### config.mk
export PLATFORM = sky130hd
export DESIGN_NAME = truth_table_sweeper
export DESIGN_NICKNAME = d
export VERILOG_FILES = /design/src/rtl/truth_table_sweeper_pkg.sv /design/src/rtl/truth_table_sweeper_resp_sync.sv /design/src/rtl/truth_table_sweeper.sv
export SDC_FILE = /design/constraint.sdc
export NUM_CORES = 1
export LEC_CHECK = 0
export BUFFER_PORTS_ARGS = -buffer_cell sky130_fd_sc_hd__buf_4
export CAP_MARGIN = 20
export CORE_UTILIZATION = 50
export DETAILED_ROUTE_END_ITERATION = 8
export GPL_ROUTABILITY_DRIVEN = 0
export GPL_TIMING_DRIVEN = 1
export PLACE_DENSITY = 0.72
export SYNTH_ARGS = -nofsm -noshare
export SYNTH_HDL_FRONTEND = slang
export SYNTH_HIERARCHICAL = 1
export SYNTH_SLANG_ARGS = --single-unit
### constraint.sdc
create_clock -name clk -period 2.05 [get_ports clk]
set_clock_uncertainty 0.05 [all_clocks]
set_input_delay 0.205 -clock clk [delete_from_list [all_inputs] [get_ports clk]]
set_output_delay 0.205 -clock clk [all_outputs]
set_load 0.03 [all_outputs]
### src/rtl/truth_table_sweeper_pkg.sv
`default_nettype none
// ============================================================================
// Module      : truth_table_sweeper_pkg
// Description : Shared types and sizing helpers for the truth-table sweeper.
// Revision    : 1.0 - initial release
// ============================================================================
package truth_table_sweeper_pkg;

    // Sweep controller states; the done pulse is not a state of its own.
    typedef enum logic [0:0] {
        IDLE  = 1'b0,
        SWEEP = 1'b1
    } state_e;

    // Number of rows in a truth table of n_in inputs.
    function automatic int rows_f(input int n_in);
        return 2 ** n_in;
    endfunction

    // Cycles each stimulus value is held: settle time, synchronizer depth,
    // plus the capture cycle itself.
    function automatic int win_f(input int settle, input int sync_stages);
        return settle + sync_stages + 1;
    endfunction

    // Bits needed to count from 0 up to max_val inclusive.
    function automatic int cnt_width_f(input int max_val);
        return (max_val < 2) ? 1 : $clog2(max_val + 1);
    endfunction

endpackage : truth_table_sweeper_pkg
`default_nettype wire

### src/rtl/truth_table_sweeper_resp_sync.sv
`default_nettype none
// ============================================================================
// Module      : truth_table_sweeper_resp_sync
// Description : SYNC_STAGES-deep flop chain bringing the (possibly
//               asynchronous) DUT response into the clk domain.
// Revision    : 1.0 - initial release
// ============================================================================
module truth_table_sweeper_resp_sync #(
    parameter int SYNC_STAGES = 2   // must be at least 1
) (
    input  logic clk,
    input  logic rst_n,
    input  logic d_i,
    output logic q_o
);

    logic [SYNC_STAGES-1:0] sync_q;

    generate
        if (SYNC_STAGES == 1) begin : g_single
            // Single flop: sample the response directly.
            always_ff @(posedge clk or negedge rst_n) begin
                if (!rst_n) begin
                    sync_q <= '0;
                end else begin
                    sync_q <= d_i;
                end
            end
        end else begin : g_chain
            // Shift the response through the chain, entering at bit 0.
            always_ff @(posedge clk or negedge rst_n) begin
                if (!rst_n) begin
                    sync_q <= '0;
                end else begin
                    sync_q <= {sync_q[SYNC_STAGES-2:0], d_i};
                end
            end
        end
    endgenerate

    assign q_o = sync_q[SYNC_STAGES-1];

endmodule : truth_table_sweeper_resp_sync
`default_nettype wire

### src/rtl/truth_table_sweeper.sv
`default_nettype none
// ============================================================================
// Module      : truth_table_sweeper
// Description : Drives every input combination into a combinational DUT,
//               samples its synchronized response after a settle window and
//               assembles the observed truth table (row k at bit ROWS-1-k),
//               comparing it against a reference captured at start.
// Revision    : 1.0 - initial release
// ============================================================================
module truth_table_sweeper
    import truth_table_sweeper_pkg::*;
#(
    parameter int N_IN        = 3,
    parameter int SETTLE      = 4,
    parameter int SYNC_STAGES = 2
) (
    input  logic                   clk,
    input  logic                   rst_n,
    input  logic                   start_i,
    input  logic [(2**N_IN)-1:0]   expected_i,
    input  logic                   resp_i,
    output logic [N_IN-1:0]        stim_o,
    output logic                   busy_o,
    output logic                   done_o,
    output logic [(2**N_IN)-1:0]   table_out_o,
    output logic                   mismatch_o,
    output logic [N_IN-1:0]        first_fail_o
);

    localparam int ROWS = rows_f(N_IN);
    localparam int W    = win_f(SETTLE, SYNC_STAGES);
    localparam int CW   = cnt_width_f(W - 1);

    localparam logic [CW-1:0]   C_CNT_LAST = CW'(W - 1);
    localparam logic [N_IN-1:0] C_ROW_LAST = N_IN'(ROWS - 1);

    state_e            state_q, state_d;
    logic [CW-1:0]     cnt_q, cnt_d;
    logic [N_IN-1:0]   row_q, row_d;
    logic              done_q, done_d;
    logic [ROWS-1:0]   exp_q, exp_d;
    logic [ROWS-1:0]   shadow_q, shadow_d;
    logic [ROWS-1:0]   table_q, table_d;
    logic              mismatch_q, mismatch_d;
    logic [N_IN-1:0]   first_fail_q, first_fail_d;

    logic              resp_sync;
    logic [ROWS-1:0]   shadow_cap;
    logic [ROWS-1:0]   diff;
    logic [N_IN-1:0]   lowest_fail;

    truth_table_sweeper_resp_sync #(
        .SYNC_STAGES (SYNC_STAGES)
    ) u_resp_sync (
        .clk   (clk),
        .rst_n (rst_n),
        .d_i   (resp_i),
        .q_o   (resp_sync)
    );

    // Shadow table with the current row's sample merged in; ROWS-1-row is
    // simply the bitwise complement of row for an N_IN-bit row index.
    always_comb begin
        shadow_cap         = shadow_q;
        shadow_cap[~row_q] = resp_sync;
    end

    assign diff = shadow_cap ^ exp_q;

    // Lowest failing stimulus index; scanning downward lets the smallest win.
    always_comb begin
        lowest_fail = '0;
        for (int k = ROWS - 1; k >= 0; k--) begin
            if (diff[~N_IN'(k)]) begin
                lowest_fail = N_IN'(k);
            end
        end
    end

    // Next-state logic: accept start in IDLE, step rows and capture in SWEEP.
    always_comb begin
        state_d      = state_q;
        cnt_d        = cnt_q;
        row_d        = row_q;
        done_d       = 1'b0;
        exp_d        = exp_q;
        shadow_d     = shadow_q;
        table_d      = table_q;
        mismatch_d   = mismatch_q;
        first_fail_d = first_fail_q;
        case (state_q)
            IDLE: begin
                if (start_i) begin
                    state_d  = SWEEP;
                    cnt_d    = '0;
                    row_d    = '0;
                    exp_d    = expected_i;
                    shadow_d = '0;
                end
            end
            SWEEP: begin
                cnt_d = cnt_q + 1'b1;
                if (cnt_q == C_CNT_LAST) begin
                    cnt_d    = '0;
                    shadow_d = shadow_cap;
                    if (row_q == C_ROW_LAST) begin
                        // Final capture: publish results and fall back to IDLE.
                        table_d      = shadow_cap;
                        mismatch_d   = |diff;
                        first_fail_d = lowest_fail;
                        done_d       = 1'b1;
                        row_d        = '0;
                        state_d      = IDLE;
                    end else begin
                        row_d = row_q + 1'b1;
                    end
                end
            end
            default: begin
                state_d = IDLE;
            end
        endcase
    end

    // State and datapath registers with asynchronous clear.
    always_ff @(posedge clk or negedge rst_n) begin
        if (!rst_n) begin
            state_q      <= IDLE;
            cnt_q        <= '0;
            row_q        <= '0;
            done_q       <= 1'b0;
            exp_q        <= '0;
            shadow_q     <= '0;
            table_q      <= '0;
            mismatch_q   <= 1'b0;
            first_fail_q <= '0;
        end else begin
            state_q      <= state_d;
            cnt_q        <= cnt_d;
            row_q        <= row_d;
            done_q       <= done_d;
            exp_q        <= exp_d;
            shadow_q     <= shadow_d;
            table_q      <= table_d;
            mismatch_q   <= mismatch_d;
            first_fail_q <= first_fail_d;
        end
    end

    // The row index doubles as the stimulus; it rests at 0 outside a sweep.
    assign stim_o       = row_q;
    assign busy_o       = (state_q == SWEEP);
    assign done_o       = done_q;
    assign table_out_o  = table_q;
    assign mismatch_o   = mismatch_q;
    assign first_fail_o = first_fail_q;

endmodule : truth_table_sweeper
`default_nettype wire

* After elaboration in Yosys (flattened, before gate mapping)
Cells that the tools add are included.
Word-level totals: register bits after elaboration 38, word-level logic and storage cells 49
Operators by class: $add $sub $neg 2, $lt $le $gt $ge 2, eq/ne operators 4, muxes and demuxes 23, bitwise operators 3, reductions and logical operators 5
Operator list (number):
- $mux W3 | 8
- $mux W8 | 2
- $pmux W8 S2 | 1
- $pmux W3 S2 | 2
- $bwmux W8 | 1
- $reduce_or A8 Y1 | 1
- $xor A8 B8 Y8 | 1
- $mux W1 | 7
- $add A3 B1 Y3 const B | 2
- $eq A3 B3 Y1 const B | 2
- $lt A3 B4 Y1 const B | 1
- $reduce_and A2 Y1 | 2
- $demux W1 S3 | 1
- $ge A3 B1 Y1 const B | 1
- $not A3 Y3 | 1
- $reduce_and A3 Y1 | 1
- $ne A2 B1 Y1 const B | 1
- $ne A2 B2 Y1 const B | 1
- $pmux W1 S2 | 1
- $logic_and A1 B1 Y1 | 1
- $not A1 Y1 | 1

* Logic depth before layout (Yosys ltp)
Gate-level depths: netlist of run 1.
depth after elaboration 11, mapped depth 6, mapped depth without buffers 6

* Cells and area by module
The synthesis of run 1 kept the hierarchy.
Modules (own cells, without submodules):
- truth_table_sweeper | times used 1, cells an instance 175, area an instance 1720.4 sq um, sequential area each 900.9 sq um
- truth_table_sweeper_resp_sync | times used 1, cells an instance 2, area an instance 50.0 sq um, sequential area each 50.0 sq um

* Least setup slack after synthesis of run 1
Ideal clock, no wire load.
kind reg-to-reg, from reg row_q[2] (netlist: stim_o[2]), to reg mismatch_q (netlist: mismatch_o), data arrival time 1.704 ns, data required time 1.866 ns, path slack 0.162 ns, stages on the path, launching flop included 7, buffers on the path 1, period minus slack after synthesis 1.888 ns, cell sequence dfrtp_1 -> buf_6 -> nor3b_4 -> mux2i_1 -> xnor2_1 -> nor4_2 -> a31oi_1
On the way: longest elaborated chain between the ends 8, elaborated cells on any way between the ends 11, those cells by class order compare: 2; eq/ne: 1; mux: 3; bitwise: 2; reduce/logical: 3
Ends and longest elaborated chain:
- from (decl) | RTL line truth_table_sweeper.sv:39 | logic [N_IN-1:0] row_q, row_d;
- from (signal assigned) | RTL line truth_table_sweeper.sv:140 | row_q <= row_d;
- $not A3 Y3 | RTL line truth_table_sweeper.sv:65 | shadow_cap[~row_q] = resp_sync;
- $lt A3 B4 Y1 (implied by the code) / $ge A3 B1 Y1 (equally long branches) | RTL line truth_table_sweeper.sv:65
- $logic_and A1 B1 Y1 (implied by the code) | RTL line truth_table_sweeper.sv:65
- $mux W1 (implied by the code) | RTL line truth_table_sweeper.sv:65
- $demux W1 S3 | RTL line truth_table_sweeper.sv:65
- $bwmux W8 | RTL line truth_table_sweeper.sv:65
- $xor A8 B8 Y8 | RTL line truth_table_sweeper.sv:68 | assign diff = shadow_cap ^ exp_q;
- $reduce_or A8 Y1 | RTL line truth_table_sweeper.sv:109 | mismatch_d = |diff;
- to (signal assigned) | RTL line truth_table_sweeper.sv:145 | mismatch_q <= mismatch_d;
- to (decl) | RTL line truth_table_sweeper.sv:44 | logic mismatch_q, mismatch_d;
Several ways; a longest one is shown, not always the timed one. A chain may end at the register's enable or synchronous reset.

* Worst setup path after layout of run 1
Ends and elaborated chain as after synthesis.

==> reports/results.ini, run 1 <==
[route]
first_pass_iters = 4
drtIter0Drc = 51
viasPerCell = 5.22
vias = 1378
wirelength_mm = 3.68
wl_per_cell_um = 13.9
ant_nets = 0
drc = 0

[yosys]
yosysMostFrequentCell = nand2_1
synthArstFlopShare = 1.00
netlist_area_mm2 = 0.00177
syn-num-nets = 191
yosysTopAreaCellShare = 0.537
postSynthCellCount = 177
netlist_top_cells_area = dfrtp_1, nand2_1, o21ai_0
yosys_register_bits = 38
avgSynthCellArea_um2 = 10.0
seq_area_frac_synth = 0.537
synth.distinct_cells = 28
yosysTopAreaCell = dfrtp_1
synth_common_cells = nand2_1, dfrtp_1, o21ai_0
yosys_warnings = 6
yosys_most_used_dff = dfrtp_1
synth_enable_flop_cells = 0

[global_route]
grt_max_degree = 39
grt_first_pass_wirelength_mm = 5.84
gr-total-overflow = 0
grt_use_total = 0.221
met2_usage = 0.353
antenna_found_initial = 0
use_met1 = 0.284
first_global_vias = 1289
grt_busiest_layer = met2
grtUsageMet3 = 0.0630

[clock_tree]
cts-root-buf = clkbuf_4
cts.sinks = 38
cts_buffers = 5
cts.clk_slew.worst_paths_ns = 0.11
postCtsSetupRepairBufs = 0
cts.path.max_buffers = 2
htree_num_levels = 2
cts_tree = done
insertion_delay_ns = 0.34

[critical_path]
arrival_ns = 2.11
cp-start-kind = flip-flop
end_kind = flip-flop
worstPathRequired_ns = 2.22
crit_type = flip-flop to flip-flop
cp_max_fo = 7

[die]
start_util = 0.526
ios = 29
die_h_um = 61.5
die_w_um = 61.5
core_mm2 = 0.00336
fp.dieArea_mm2 = 0.00378
num_rows = 21

[power]
p_leak_nw = 1.07
peakVddDrop_uv = 724
power_density_mw_per_mm2 = 1340

[timing]
tightest_slew_ns = 0.523
hold_ws_ns = 0.0863
rsz0062_at_grt = false
fin_ws_ns = 0.112
max_slew_margin = 0.652
max_freq_ghz = 0.516
drv_slew = 0
fin_crit_sh = 0.945
setup_viol = 0
setup_tns_ns = 0
fin_crit_ns = 1.94
finalHoldViolCount = 0

[layout]
diodes = 0
areaGrowthSynthToFinish_pct = 22.4
final_area_mm2 = 0.00217
drive_above_1_share = 0.216
nNetsFinal = 232
final_util = 0.644

[run]
maxCapViolCount = 0

[place]
dp_hpwl_mm = 2.57
post-place-ws_ns = 0.0434
placed_area_mm2 = 0.00201
port_buffers = 28

[hold_path]
hold_path.class = primary input to flip-flop

[run_status]
status = completed

-- metrics by stage --
| step | std cells | total power, mW |
|---|---|---|
| 3_5_place_dp | 247 | 2.52 |
| 4_1_cts | 264 | 2.90 |
| 6_report | 264 | 2.90 |
| 2_1_floorplan | 177 | 2.18 |
| 3_3_place_gp | 247 | 2.46 |
| 5_1_grt | 264 | 3.11 |
-- worst paths after layout --
kind,start,to,slack (ns),cells past startpoint
setup / recovery,stim_o[2],mismatch_o,0.11,6
hold / removal,start_i,busy_o,0.09,3
setup reg to reg,stim_o[2],mismatch_o,0.11,6
hold reg to reg,u_resp_sync/sync_q[0],u_resp_sync/sync_q[1],0.31,0
max in group asynchronous,rst_n,stim_o[1],1.31,2
min in group asynchronous,rst_n,u_resp_sync/sync_q[1],0.30,2
-- state kept, by name, indices dropped and copies added (netlist names) --
| register | cells |
|---|---|
| done_o | 1 |
| stim_o | 3 |
| exp_q | 8 |
| shadow_q | 8 |
| mismatch_o | 1 |
| u_resp_sync/sync_q | 2 |
| first_fail_o | 3 |
| table_out_o | 8 |
| busy_o | 1 |
| cnt_q | 3 |
-- per-layer routing --
layer  routed length (um)  part of all wire
met3                  150             0.041
met2                 1790              0.49
met4                   77             0.021
met1                 1670              0.45
met5                    0                 0
-- final cells by class --
cell class / instances / area, um^2
Clock buffer: 6 / 41.3
Sequential cell: 38 / 953
Tap cell: 46 / 57.6
Timing Repair Buffer: 43 / 348
Inverter: 4 / 15.0
Fill cell: 297 / 1200
Clock inverter: 1 / 7.51
Multi-Input combinational cell: 126 / 744
-- where the power goes --
| part | switching [mW] | internal [mW] | total, mW | leakage [nW] |
|---|---|---|---|---|
| registers | 0.267 | 1.01 | 1.28 | 0.470 |
| logic | 0.711 | 0.543 | 1.25 | 0.573 |
| clock network | 0.240 | 0.128 | 0.368 | 0.0243 |
| total | 1.22 | 1.68 | 2.90 | 1.07 |
-- repair_timing --
item / in CTS / in global routing
endpoints found under the hold margin: 47 / 0
resized for setup: 0 / 3
setup endpoints to repair: 0 / 4
hold buffers: 10 / 0
-- cells in the final DEF (no fill, tap or decap), drive strengths merged, types with 2 or more instances in the layout --
master and n:
clkbuf 6, dfrtp 38, o21ai 17, nor3b 3
nor4 2, nor2 9, o22ai 3, inv 4
xnor2 8, mux2i 8, dlygate4sd3 10, a21oi 6
ha 2, nand2b 2, nand3b 4, nor2b 3
nand2 43, nand3 10, buf 33
-- logic make-up after synthesis --
family | after synthesis | share of synthesized area
XOR/XNOR | 9 | 0.0445
flip-flops | 38 | 0.537
AND/OR/NAND/NOR | 77 | 0.221
adder cells (fa/ha/maj) | 2 | 0.0141
AO/OA/AOI/OAI | 30 | 0.0933
multiplexers | 8 | 0.0452
buffers and inverters | 13 | 0.0445
-- critical path, stage by stage (launching register included) --
cell	delay, ns
dfrtp_1	0.46
buf_4	0.20
nand3_1	0.18
mux2i_2	0.35
xnor2_1	0.17
nor4_2	0.28
a31oi_1	0.13
Power figures use the tool's default switching activity.
==> inputs of run 2 (changes only) <==
REMOVE_ABC_BUFFERS = 1   (was unset)
==> run 2 against run 1 <==
  * Utilization decreased by 0.30 points
  * Register-to-register slack improved by 0.03 ns
  * Non-clock buffer count decreased by 1
  * First-iteration DRC count increased by 5.9%
  * Wire length decreased by 2.0%
  * Clock power increased by 8.4%
  * Fmax increased by 1.8%
  * Combinational power increased by 4%
  * Sequential cell count unchanged
==> reports/results.ini, run 2 (same netlist as run 1, synthesis figures left out) <==
[clock_tree]
htree_num_levels = 2  ; unchanged
cts_tree = done  ; unchanged
cts.path.max_buffers = 2  ; unchanged
cts_buffers = 5  ; unchanged
postCtsSetupRepairBufs = 0  ; unchanged
insertion_delay_ns = 0.33  ; was 0.34 ns
cts.sinks = 38  ; unchanged
cts-root-buf = clkbuf_4  ; unchanged
cts.clk_slew.worst_paths_ns = 0.11  ; about the same

[layout]
drive_above_1_share = 0.229  ; was 0.216
layout_commonest_cell = nand2_1  ; unchanged
areaGrowthSynthToFinish_pct = 21.8  ; was 22.4%
nNetsFinal = 231  ; was 232
final_cell_mix = nand2_1, dfrtp_1, buf_4, o21ai_0, nand3_1  ; was nand2_1, dfrtp_1, buf_4, o21ai_0
final_util = 0.641  ; was 0.644
n_fill_cell = 300  ; was 297
seq_area_um2 = 953  ; unchanged
multiInputGateArea_um2 = 741  ; was 744 um^2
diodes = 0  ; unchanged

[timing]
fin_crit_sh = 0.929  ; was 0.945
setup_viol = 0  ; unchanged
tightest_slew_ns = 0.563  ; was 0.523 ns
drv_slew = 0  ; unchanged
max_freq_ghz = 0.525  ; was 0.516 GHz
rsz0062_at_grt = false  ; unchanged
max_slew_margin = 0.625  ; was 0.652
setup_tns_ns = 0  ; unchanged
fin_crit_ns = 1.90  ; was 1.94 ns
finalHoldViolCount = 0  ; unchanged

[route]
vias = 1384  ; was 1,378
wl_per_cell_um = 13.7  ; was 13.9 um
first_pass_iters = 4  ; unchanged
ant_nets = 0  ; unchanged
drc = 0  ; unchanged
drtIter0Drc = 54  ; was 51
wirelength_mm = 3.61  ; was 3.68 mm
viasPerCell = 5.24  ; was 5.22

[die]
core_mm2 = 0.00336  ; unchanged
die_w_um = 61.5  ; unchanged
num_rows = 21  ; unchanged
die_h_um = 61.5  ; unchanged
start_util = 0.526  ; unchanged
fp.dieArea_mm2 = 0.00378  ; unchanged
ios = 29  ; unchanged

[critical_path]
end_kind = flip-flop  ; unchanged
cp-start-kind = flip-flop  ; unchanged
cp_slowest_cell = dfrtp_1  ; unchanged
crit_chain = nor3b_4, mux2i_1, xnor2_1, nor4_2, o21ai_0  ; was buf_4, nand3_1, mux2i_2, xnor2_1, nor4_2, a31oi_1
max_stage_delay_ns = 0.48  ; was 0.46 ns
cp_max_fo = 8  ; was 7
crit_type = flip-flop to flip-flop  ; unchanged
worstPathRequired_ns = 2.21  ; was 2.22 ns
arrival_ns = 2.06  ; was 2.11 ns

[run]
maxCapViolCount = 0  ; unchanged

[global_route]
grt_use_total = 0.222  ; was 0.221
antenna_found_initial = 0  ; unchanged
gr-total-overflow = 0  ; unchanged
grt_max_degree = 39  ; unchanged
first_global_vias = 1318  ; was 1,289
grt_first_pass_wirelength_mm = 6.00  ; was 5.84 mm

[power]
power_density_mw_per_mm2 = 1370  ; was 1340 mW/mm^2
peakVddDrop_uv = 596  ; was 724 uV
p_leak_nw = 1.08  ; was 1.07 nW

[hold_path]
hold_path.class = primary input to flip-flop  ; unchanged

[place]
dp_hpwl_mm = 2.58  ; was 2.57 mm
port_buffers = 28  ; unchanged

[run_status]
status = completed  ; unchanged

## run 2: power by group
group          total, mW  switching, mW  leakage (nW)  internal [mW]
registers           1.26          0.247         0.470           1.01
clock network      0.399          0.232        0.0353          0.166
logic               1.30          0.729         0.577          0.568
total               2.96           1.21          1.08           1.75
## run 2: layer usage
layer / wire length (um) / part of all wire / GRT usage / vias up
met5: 0 / 0 / 0 / -
met4: 53 / 0.015 / 0.0571 / 0
met3: 133 / 0.037 / 0.0651 / 7
met2: 1940 / 0.54 / 0.401 / 32
met1: 1480 / 0.41 / 0.258 / 672
li1: - / - / - / 673
## run 2: worst paths after layout
check                                 startpoint               endpoint  slack (ns)  cells after the start
max                                    stim_o[2]        first_fail_o[2]        0.15                      5
min                                expected_i[0]               exp_q[0]        0.01                      3
max reg2reg                            stim_o[2]        first_fail_o[2]        0.15                      5
min reg2reg                u_resp_sync/sync_q[0]  u_resp_sync/sync_q[1]        0.31                      0
max in group asynchronous                  rst_n              stim_o[1]        1.29                      2
min in group asynchronous                  rst_n        first_fail_o[1]        0.31                      2
## run 2: layout make-up
cell class | count | area share
clock buffers | 7 | 0.0255
clock inverters | 1 | 0.00232
inverters | 4 | 0.00696
multi-input cells | 126 | 0.343
flip-flops and latches | 38 | 0.442
well taps | 46 | 0.0267
repair buffers | 42 | 0.153
## run 2: repair_timing
action                                 4_1_cts  5_1_grt
hold buffers                                 6        0
endpoints found under the hold margin       43        0
resized for setup                            0        2
setup endpoints to repair                    0        3
## run 2: through the flow
stage | setup WS [ns] | hold slack (ns) | total power, mW | instance area (um^2) | std cells
floorplan | 0.0808 | -0.141 | 2.12 | 1710 | 168
global placement | 0.172 | 0.137 | 2.50 | 2030 | 250
detailed placement | 0.109 | 0.147 | 2.57 | 2030 | 250
CTS | 0.0874 | 0.00228 | 2.98 | 2150 | 264
global route | 0.00841 | 0.00244 | 3.19 | 2160 | 264
finish | 0.146 | 0.0112 | 2.96 | 2160 | 264
## run 2: critical path: cells and delay by family (launching register included)
family	cells	cell delay, ns
and+or+nand+nor	2	0.63
DFF	1	0.48
muxes	1	0.32
xor gates and xnor gates	1	0.16
AOI/OAI and AO/OA	1	0.13
